### config.mk
export PLATFORM = sky130hd
export DESIGN_NAME = mc_io_bank
export DESIGN_NICKNAME = d
export VERILOG_FILES = /design/src/rtl/mc_io_bank.sv
export SDC_FILE = /design/constraint.sdc
export NUM_CORES = 1
export LEC_CHECK = 0
export ABC_AREA = 1
export BUFFER_PORTS_ARGS = -buffer_cell sky130_fd_sc_hd__buf_2
export CAP_MARGIN = 20
export CORE_MARGIN = 2
export CORE_UTILIZATION = 56
export CTS_CLUSTER_DIAMETER = 30
export CTS_CLUSTER_SIZE = 28
export DETAILED_ROUTE_END_ITERATION = 12
export PLACE_DENSITY = 0.73
export SLEW_MARGIN = 20
export SYNTH_ARGS = -nofsm -noshare
export SYNTH_HDL_FRONTEND = slang
export SYNTH_SLANG_ARGS = --single-unit
### constraint.sdc
create_clock -name clk -period 1.45 [get_ports clk]
set_clock_uncertainty 0.1 [all_clocks]
set_input_delay 0.0725 -clock clk [delete_from_list [all_inputs] [get_ports clk]]
set_output_delay 0.0725 -clock clk [all_outputs]
set_load 0.03 [all_outputs]
### src/rtl/mc_io_bank.sv
// mc_io_bank: addressable bit-serial I/O bank for the MC14500B core.
// Each input pin passes through a synchroniser and a debounce filter. The
// core reads one filtered bit per cycle by address. Each output pin is held
// in its own latch, and the core writes one latch per cycle by address.
// Optional build macro: MC_IO_OUT_READBACK_EN maps the output latches into
// the read address space directly above the inputs.
module mc_io_bank #(
    parameter int INPUT_SIZE      = 8,
    parameter int OUTPUT_SIZE     = 8,
    parameter int IO_ADDR_WIDTH   = 4,
    parameter int SYNC_STAGES     = 2,
    parameter int DEBOUNCE_CYCLES = 4
) (
    input  logic                     clk,
    input  logic                     reset,
    input  logic [INPUT_SIZE-1:0]    input_pins,
    input  logic [IO_ADDR_WIDTH-1:0] rd_addr,
    output logic                     rd_data,
    input  logic                     wr_en,
    input  logic [IO_ADDR_WIDTH-1:0] wr_addr,
    input  logic                     wr_data,
    input  logic                     out_clear,
    output logic [OUTPUT_SIZE-1:0]   output_pins,
    output logic                     in_change
);

    localparam int ADDR_SPAN = 2 ** IO_ADDR_WIDTH;
    localparam int CNT_W     = $clog2(DEBOUNCE_CYCLES + 1);
    localparam logic [CNT_W-1:0] CNT_LAST = CNT_W'(DEBOUNCE_CYCLES - 1);

    // Reject parameter sets that would alias addresses or break the filter.
    generate
        if (INPUT_SIZE < 1 || INPUT_SIZE > ADDR_SPAN)
            $error("mc_io_bank: INPUT_SIZE out of range");
        if (OUTPUT_SIZE < 1 || OUTPUT_SIZE > ADDR_SPAN)
            $error("mc_io_bank: OUTPUT_SIZE out of range");
        if (SYNC_STAGES < 2)
            $error("mc_io_bank: SYNC_STAGES must be at least 2");
        if (DEBOUNCE_CYCLES < 1)
            $error("mc_io_bank: DEBOUNCE_CYCLES must be at least 1");
`ifdef MC_IO_OUT_READBACK_EN
        if (INPUT_SIZE + OUTPUT_SIZE > ADDR_SPAN)
            $error("mc_io_bank: inputs plus read-back outputs exceed the address space");
`endif
    endgenerate

    logic [INPUT_SIZE-1:0]  synced;
    logic [INPUT_SIZE-1:0]  filtered;
    logic [INPUT_SIZE-1:0]  filtered_prev_reg;
    logic                   in_change_reg;
    logic [OUTPUT_SIZE-1:0] out_reg;
    logic [OUTPUT_SIZE-1:0] out_next;
    logic [ADDR_SPAN-1:0]   rd_vec;

    genvar gi;

    // Per-channel input path: synchroniser chain, then debounce filter.
    generate
        for (gi = 0; gi < INPUT_SIZE; gi++) begin : g_in
            logic [SYNC_STAGES-1:0] sync_reg;
            logic [CNT_W-1:0]       cnt_reg;
            logic                   filt_reg;

            // Shift the raw pin through the synchroniser; bit 0 is nearest the pin.
            always_ff @(posedge clk or negedge reset) begin
                if (!reset) begin
                    sync_reg <= '0;
                end else begin
                    sync_reg <= {sync_reg[SYNC_STAGES-2:0], input_pins[gi]};
                end
            end

            assign synced[gi] = sync_reg[SYNC_STAGES-1];

            // Count consecutive samples that disagree with the filtered value;
            // adopt the new value only after DEBOUNCE_CYCLES of them in a row.
            always_ff @(posedge clk or negedge reset) begin
                if (!reset) begin
                    cnt_reg  <= '0;
                    filt_reg <= 1'b0;
                end else if (synced[gi] == filt_reg) begin
                    cnt_reg <= '0;
                end else if (cnt_reg == CNT_LAST) begin
                    filt_reg <= synced[gi];
                    cnt_reg  <= '0;
                end else begin
                    cnt_reg <= cnt_reg + 1'b1;
                end
            end

            assign filtered[gi] = filt_reg;
        end
    endgenerate

    // Change detector: a filtered update at one edge yields a single pulse
    // registered at the following edge, however many channels changed.
    always_ff @(posedge clk or negedge reset) begin
        if (!reset) begin
            filtered_prev_reg <= '0;
            in_change_reg     <= 1'b0;
        end else begin
            filtered_prev_reg <= filtered;
            in_change_reg     <= (filtered != filtered_prev_reg);
        end
    end

    assign in_change = in_change_reg;

    // Per-bit write decode: an address beyond OUTPUT_SIZE matches no bit,
    // so such writes fall away without a separate range compare.
    generate
        for (gi = 0; gi < OUTPUT_SIZE; gi++) begin : g_out
            assign out_next[gi] = (wr_en && (wr_addr == IO_ADDR_WIDTH'(gi))) ? wr_data : out_reg[gi];
        end
    endgenerate

    // Output latches: clear wins over a same-cycle write.
    always_ff @(posedge clk or negedge reset) begin
        if (!reset) begin
            out_reg <= '0;
        end else if (out_clear) begin
            out_reg <= '0;
        end else begin
            out_reg <= out_next;
        end
    end

    assign output_pins = out_reg;

    // Flatten the readable address space into one vector, so the read is a
    // plain index by rd_addr; unmapped addresses read 0.
    generate
        for (gi = 0; gi < ADDR_SPAN; gi++) begin : g_rd
            if (gi < INPUT_SIZE) begin : g_filt
                assign rd_vec[gi] = filtered[gi];
            end
`ifdef MC_IO_OUT_READBACK_EN
            else if (gi < INPUT_SIZE + OUTPUT_SIZE) begin : g_back
                assign rd_vec[gi] = out_reg[gi-INPUT_SIZE];
            end
`endif
            else begin : g_zero
                assign rd_vec[gi] = 1'b0;
            end
        end
    endgenerate

    assign rd_data = rd_vec[rd_addr];

endmodule

### Yosys cells after proc, flatten, opt, wreduce, memory -nomap -nowiden

Index checks and enable logic that the tools add are counted.

| word-level totals | value |
|---|---|
| flip-flop bits (word level) | 65 |
| input port bits | 21 |
| output and inout port bits | 10 |
| word-level logic and storage cells | 127 |

| operators by class | value |
|---|---|
| add/sub/neg operators | 8 |
| order comparisons | 1 |
| equality and inequality tests | 24 |
| muxes and demuxes | 27 |
| bitwise logic cells | 8 |
| reductions and logical operators | 25 |

Operators with widths:

| kind | count |
|---|---|
| 3-bit two-way mux | 16 |
| 3-bit by 1-bit adder with 3-bit output, second input constant | 8 |
| 3-bit by 2-bit equality test with 1-bit output, second input constant | 8 |
| 4-bit by 3-bit equality test with 1-bit output, second input constant | 4 |
| 2-bit AND reduction | 8 |
| 2-bit nonzero test | 8 |
| 1-bit two-way mux | 9 |
| 1-bit equality test | 8 |
| 4-bit by 2-bit equality test with 1-bit output, second input constant | 2 |
| 1-bit logical AND | 8 |
| 8-bit two-way mux | 1 |
| 8-bit != test | 1 |
| 1-bit NOT | 8 |
| 4-bit by 5-bit < comparator with 1-bit output, second input constant | 1 |
| 1-bit binary-select mux with 4-bit select | 1 |
| 4-bit by 1-bit equality test with 1-bit output, second input constant | 1 |
| 4-bit zero test | 1 |

### Longest topological paths before layout

Gate-level depths: netlist of run 1.

| logic depth | value |
|---|---|
| depth in word-level cells | 4 |
| gate-level depth with buffers | 7 |
| mapped depth without buffers | 7 |

### Worst setup path after synthesis of run 1

OpenSTA, ideal clock, no wires.

| timing | value |
|---|---|
| kind | register to output |
| start | register g_in[7].filt_reg |
| end | output rd_data |
| data arrival time | 1,074 ps |
| data required time | 1,278 ps |
| setup slack | 204 ps |
| cell stages (with the launch flop) | 7 |
| path buffers | 0 |
| cell sequence | dfrtp_1 -> inv_1 -> nand2_1 -> nand3_1 -> nand3_1 -> nand2_1 -> nor2_1 |

| on the way | value |
|---|---|
| word-level cells in the longest chain between the ends | 2 |

Ends and longest elaborated chain:

| what | RTL line | RTL |
|---|---|---|
| start, declared | 62 | `logic filt_reg;` |
| start signal, assigned | 84 | `filt_reg <= synced[gi];` |
| 1-bit binary-select mux with 4-bit select | 148 | `assign rd_data = rd_vec[rd_addr];` |
| 1-bit two-way mux (implied by the code) | 148 |  |
| end, declared | 18 | `output logic rd_data,` |

Every way passes these cells. The select of a mux whose other input is x is not followed.

### Worst setup path after layout of run 1

| timing | value |
|---|---|
| start | register g_in[3].filt_reg |
| end | output rd_data |

| on the way | value |
|---|---|
| word-level cells in the longest chain between the ends | 2 |

Ends and longest elaborated chain:

| what | RTL line |
|---|---|
| start, declared | 62 |
| start signal, assigned | 84 |
| 1-bit binary-select mux with 4-bit select | 148 |
| 1-bit two-way mux (implied by the code) | 148 |

Every way passes these cells. The select of a mux whose other input is x is not followed.

==> run_results.csv, run 1 <==
group,metric,value,unit
clocking,htreeDepth,3,
route,wl,4280,µm
setup_path,reg2reg_to,"g_in[7].filt_reg$_DFFE_PN0P_",
synthesis,synthesis.nets,272,
clocking,cts_tree,"done",
setup_path,critPathMaxStageDelay,420,ps
setup_path,critPathLaunchType,"flop",
setup_path,setup.worst_path.start,"g_in[3].filt_reg$_DFFE_PN0P_",
run_status,status,"complete, but fails checks",
clocking,clk_pin_slew,70,ps
finish,fin_area,3230,µm²
sta,fmax,671,MHz
setup_path,critPathCapture,"rd_data",
route,dr.first_iter.drc_count,117,
setup_path,cp_data_arrival_time,1320,ps
clocking,cts_buffer_depth,2,
route,vias_per_cell,4.69,
finish,final_util,0.743,
finish,diodes,0,
synthesis,synth_area_per_cell,10.4,µm²
floorplan,dieArea,5050,µm²
setup_path,reg2reg_depth,8,
finish,nFillCells,292,
setup_path,critical_path.max_fanout,4,
setup_path,rr_startpoint,"g_in[7].filt_reg$_DFFE_PN0P_",
synthesis,ys_seq_area_frac,0.646,
placed_design,post-place-ws,231,ps
setup_path,crit_chain,"inv_2 -> nand2_1 -> nand3_1 -> nand2_1 -> nor2_2 -> nor2_2 -> buf_6",
finish,nets,343,
pwr,pwr-share-clk,0.289,
sta,rsz0062_at_grt,"yes",
synthesis,synth_area,2520,µm²
setup_path,cp_slowest_cell,"dfrtp_1",
finish,drive_gt1_frac,0.226,
route,antenna_left,0,
setup_path,critical_path_required,1280,ps
floorplan,coreArea,4350,µm²
pwr,ir_drop,0.00127,V
run_status,failed_checks,"setup timing",
global_route,grt_max_degree,66,
sta,setup_tns,-73.1,ps
global_route,grt_pass1_wl,7290,µm
sta,timing.final.crit_share,1.03,
flow_run,maxCapViolations,0,
floorplan,initial_core_util,0.578,
min_path,hold_class,"input port to flop",
sta,setup-violations-final,2,
global_route,grt-ovfl-total,0,
finish,area_delta_synth_final,28.4,%
sta,hold_ws,8.77,ps
route,wl_per_cell,11.5,µm
placed_design,dpl_cell_area,2750,µm²
global_route,antenna_found_initial,0,
sta,relSlewSlack,0.781,
pwr,pwr-share-comb,0.285,
setup_path,cp.depth,7,
setup_path,cp_top_family,"flip-flops",
placed_design,numPortBuffers,30,
pwr,power_switching,1.71,mW
sta,worstMarginPinSlew,326,ps
global_route,grt_pass1_vias,1641,
global_route,grtUsageTotal,0.193,
synthesis,ys_seq_elements,65,
floorplan,row_count,24,
sta,fin_ws,-40.4,ps
sta,drv_slew,0,
floorplan,die_x,71.0,µm
pwr,power_frac_seq,0.426,
finish,layout_commonest_cell,"dfrtp_1",
floorplan,num_io_pins,31,
synthesis,ys_types,16,
pwr,power.leakage,1.70,nW
placed_design,post-dp-hpwl,2550,µm
route,drtPass1Iterations,4,
clocking,clock-sinks,65,
clocking,cts_buffers,9,
setup_path,r2r_setup_slack,-30,ps
route,vias,1739,
pwr,p_per_area,1800,nW/µm²
pwr,intPower,4.10,mW
placed_design,gp_congestion,0.825,
pwr,p_sw_frac,0.294,
synthesis,syn_inst,243,
sta,hold_violations,0,
setup_path,path_buf_inv,2,
setup_path,critPathKind,"flop to output pin",
route,drc,0,
clocking,clk_latency,330,ps
clocking,cts_root_buf,"clkbuf_8",
synthesis,synth_warnings,0,
finish,largest_reg_flops,24,
setup_path,endpoint_kind,"output pin",
finish,final_cell_mix,"dfrtp_1 (65), nand2_1 (52), inv_1 (30), buf_2 (29), nor2_1 (21)",
sta,fin_crit,1490,ps
floorplan,die_y,71.0,µm
==> logic make-up (layout without fill, tap and decap cells) <==
group | count (synthesis) | count (layout) | share of synthesized area
AO/OA/AOI/OAI | 17 | 17 | 0.0338
adder cells (fa/ha/maj) | 8 | 8 | 0.0398
XOR/XNOR | 16 | 16 | 0.0557
buffers and inverters | 36 | 112 | 0.0537
flip-flops | 65 | 65 | 0.646
AND/OR/NAND/NOR | 101 | 101 | 0.171
==> timing repair <==
action                                  4_1_cts  5_1_grt
hold buffers                                 11        0
endpoints found under the setup margin        1        2
resized for setup                             2        6
pin swaps                                     3        3
hold endpoints to repair                     76        0
setup buffers                                10        8
==> cells in the mapped netlist, drive strengths merged <==
library cell	n	area (µm²)
a21oi	7	35.0
o21ai	10	50.0
inv	35	131
xor2	4	35.0
dfrtp	65	1630
nand2	52	195
nor2	23	86.3
clkinv	1	3.75
nand4	1	6.26
nor3b	7	52.6
nor3	9	45.0
xnor2	12	105
ha	8	100
nand3	9	45.0
==> worst min-delay path, cell delays in order <==
cell and delay [ps]:
buf_2 80, nand2_1 80, nand3_1 90, nand2_1 50
inv_1 40
==> area by class of cell <==
type	count	area (µm²)	share of cell area
Inverter	36	135	0.0418
Clock buffer	11	141	0.0437
Clock inverter	5	78.8	0.0244
Sequential cell	65	1630	0.503
Multi-Input combinational cell	142	764	0.236
Timing Repair Buffer	60	422	0.130
Tap cell	52	65.1	0.0201
==> routing by layer <==
layer / global-route usage / share of wire
met1: 0.250 / 0.46
met2: 0.287 / 0.48
met3: 0.0570 / 0.027
met4: 0.119 / 0.031
met5: 0 / 0
==> power groups by stage <==
stage	clock [mW]	combinational [mW]	sequential, mW
finish	1.68	1.66	2.47
global route	1.78	1.88	2.53
CTS	1.71	1.44	2.48
detailed placement	0	1.16	2.57
global placement	0	1.13	2.54
floorplan	0	0.885	2.53
==> through the flow <==
step           cells  total power [mW]
3_5_place_dp     326              3.72
5_1_grt          371              6.19
6_report         371              5.81
2_1_floorplan    243              3.41
3_3_place_gp     326              3.67
4_1_cts          363              5.64
==> worst min-delay path by stage <==
stage,startpoint,to,slack (ps),depth (start not counted)
2_1_floorplan,reset,filtered_prev_reg[0]$_DFF_PN0_,-320,0
3_3_place_gp,reset,g_in[7].sync_reg[1]$_DFF_PN0_,10,2
5_1_grt,out_clear,output_pins[1]$_DFFE_PN0P_,40,6
6_report,wr_data,output_pins[3]$_DFFE_PN0P_,9,5
4_1_cts,wr_data,output_pins[3]$_DFFE_PN0P_,3,5
3_5_place_dp,reset,g_in[3].cnt_reg[2]$_DFF_PN0_,10,2
(Power assumes the default switching activity.)
==> inputs of run 2 (changes only) <==
--- a/config.mk
+++ b/config.mk
@@ -9,11 +9,12 @@
 export BUFFER_PORTS_ARGS = -buffer_cell sky130_fd_sc_hd__buf_2
 export CAP_MARGIN = 20
 export CORE_MARGIN = 2
-export CORE_UTILIZATION = 56
+export CORE_UTILIZATION = 60
 export CTS_CLUSTER_DIAMETER = 30
 export CTS_CLUSTER_SIZE = 28
 export DETAILED_ROUTE_END_ITERATION = 12
-export PLACE_DENSITY = 0.73
+export PLACE_DENSITY = 0.78
+export REMOVE_ABC_BUFFERS = 1
 export SLEW_MARGIN = 20
 export SYNTH_ARGS = -nofsm -noshare
 export SYNTH_HDL_FRONTEND = slang
==> constraint.sdc (replaced) <==
create_clock -name clk -period 1.9 [get_ports clk]
set_clock_uncertainty 0.1 [all_clocks]
set_input_delay 0.095 -clock clk [delete_from_list [all_inputs] [get_ports clk]]
set_output_delay 0.095 -clock clk [all_outputs]
set_load 0.03 [all_outputs]
==> run_results.csv, run 2 (synthesis gave the netlist of run 1 again) <==
group,metric,value,unit
finish,largest_reg_flops,24,
route,vias_per_cell,4.85,
pwr,power.leakage,1.62,nW
route,vias,1699,
finish,area_delta_synth_final,22.3,%
route,wl_per_cell,11.7,µm
clocking,cts_buffers,9,
sta,setup-violations-final,0,
setup_path,crit_chain,"inv_1 -> nand2_1 -> nand3_1 -> nand2_1 -> nor2_1 -> nor2_1 -> buf_2",
route,drtPass1Iterations,4,
pwr,pwr-share-clk,0.315,
finish,final_cell_mix,"dfrtp_1 (65), nand2_1 (52), inv_1 (33), buf_2 (30), nor2_1 (23)",
finish,drive_gt1_frac,0.163,
sta,fin_crit,1580,ps
clocking,htreeDepth,3,
route,dr.first_iter.drc_count,102,
setup_path,r2r_setup_slack,770,ps
placed_design,post-place-ws,687,ps
sta,fmax,635,MHz
clocking,cts_tree,"done",
clocking,clock-sinks,65,
sta,drv_slew,0,
placed_design,numPortBuffers,30,
pwr,ir_drop,0.000919,V
clocking,cts_resized,0,
sta,relSlewSlack,0.783,
setup_path,path_buf_inv,2,
route,wl,4090,µm
sta,rsz0062_at_grt,"no",
clocking,clk_pin_slew,70,ps
placed_design,post-dp-hpwl,2790,µm
finish,layout_commonest_cell,"dfrtp_1",
sta,fin_ws,325,ps
global_route,antenna_found_initial,0,
floorplan,coreArea,4030,µm²
setup_path,endpoint_kind,"output pin",
route,drc,0,
setup_path,cp_top_family,"flip-flops",
global_route,grt_pass1_vias,1663,
placed_design,gp_congestion,0.809,
floorplan,die_x,68.8,µm
flow_run,maxCapViolations,0,
pwr,pwr-share-comb,0.220,
setup_path,cp_data_arrival_time,1380,ps
clocking,cts_setup_buffers,0,
sta,timing.final.crit_share,0.829,
floorplan,dieArea,4730,µm²
pwr,p_per_area,1350,nW/µm²
floorplan,initial_core_util,0.625,
pwr,power_switching,1.24,mW
sta,worstMarginPinSlew,324,ps
sta,hold_violations,0,
clocking,clk_latency,340,ps
finish,final_util,0.764,
pwr,intPower,2.91,mW
floorplan,num_io_pins,31,
setup_path,critPathLaunchType,"flop",
sta,setup_tns,0,ps
clocking,cts_hold_buf,10,
global_route,grtUsageTotal,0.207,
clocking,cts_buffer_depth,2,
global_route,grt_max_degree,66,
clocking,cts_root_buf,"clkbuf_8",
pwr,power_frac_seq,0.465,
global_route,grt-ovfl-total,0,
floorplan,row_count,23,
setup_path,critPathMaxStageDelay,410,ps
setup_path,cp_slowest_cell,"dfrtp_1",
floorplan,die_y,68.8,µm
global_route,grt_pass1_wl,6850,µm
finish,nets,324,
route,antenna_left,0,
placed_design,dp.cells,324,
pwr,p_sw_frac,0.299,
finish,diodes,0,
run_status,status,"complete, no violations",
setup_path,critical_path_required,1700,ps
setup_path,critical_path.max_fanout,4,
finish,finalNonFillerCells,350,
min_path,hold_class,"input port to flop",
setup_path,critPathKind,"flop to output pin",
==> run 2: cell types whose count changed in the layout (fill, tap and decap cells not counted), moves of 2 or more <==
| cell | previous run | this run |
|---|---|---|
| nor2_1 | 21 | 23 |
| inv_1 | 30 | 33 |
| nor2_2 | 2 | 0 |
| buf_4 | 18 | 0 |
| inv_2 | 5 | 2 |
==> run 2: worst paths after layout <==
check,start,to,cells past startpoint
worst max-delay path,g_in[3].filt_reg$_DFFE_PN0P_,rd_data,7
worst min-delay path,wr_data,output_pins[3]$_DFFE_PN0P_,5
worst max register to register,g_in[3].cnt_reg[0]$_DFF_PN0_,g_in[3].cnt_reg[0]$_DFF_PN0_,4
worst min register to register,g_in[2].sync_reg[0]$_DFF_PN0_,g_in[2].sync_reg[1]$_DFF_PN0_,0
max in group asynchronous,reset,g_in[6].sync_reg[1]$_DFF_PN0_,3
min in group asynchronous,reset,g_in[1].cnt_reg[0]$_DFF_PN0_,3
==> run 2: worst register-to-register path, delay by kind of cell (launching register included) <==
family                   cells  cell delay [ps]
buffers and inverters        1               70
AND/OR/NAND/NOR              2              280
adder cells (fa/ha/maj)      1              210
flip-flops                   1              390
==> run 2: power by group through the flow <==
| stage | Combinational, mW | Clock [mW] | Sequential [mW] |
|---|---|---|---|
| floorplan | 0.675 | 0 | 1.93 |
| global placement | 0.864 | 0 | 1.94 |
| detailed placement | 0.906 | 0 | 1.96 |
| CTS | 0.929 | 1.34 | 1.93 |
| global route | 1.06 | 1.40 | 1.97 |
| finish | 0.913 | 1.30 | 1.93 |
==> run 2: final cells by class <==
| type | instances | area (µm²) |
|---|---|---|
| Tap cell | 50 | 62.6 |
| Timing Repair Buffer | 41 | 270 |
| Inverter | 36 | 135 |
| Clock buffer | 10 | 138 |
| Multi-Input combinational cell | 142 | 756 |
| Fill cell | 242 | 951 |
| Clock inverter | 6 | 90.1 |
| Sequential cell | 65 | 1630 |
==> run 2: through the flow <==
stage	hold WS [ps]	power (mW)	instance area, µm²
floorplan	-301	2.60	2520
global route	57.9	4.43	3080
finish	27.2	4.15	3080
CTS	19.6	4.20	3080
detailed placement	32.8	2.87	2750
global placement	34.9	2.80	2750
==> run 2: per-layer routing <==
layer  wire length [µm]  track usage
met5                  0            0
met4                 89        0.110
met3                203       0.0731
met2               1940        0.349
met1               1860        0.229
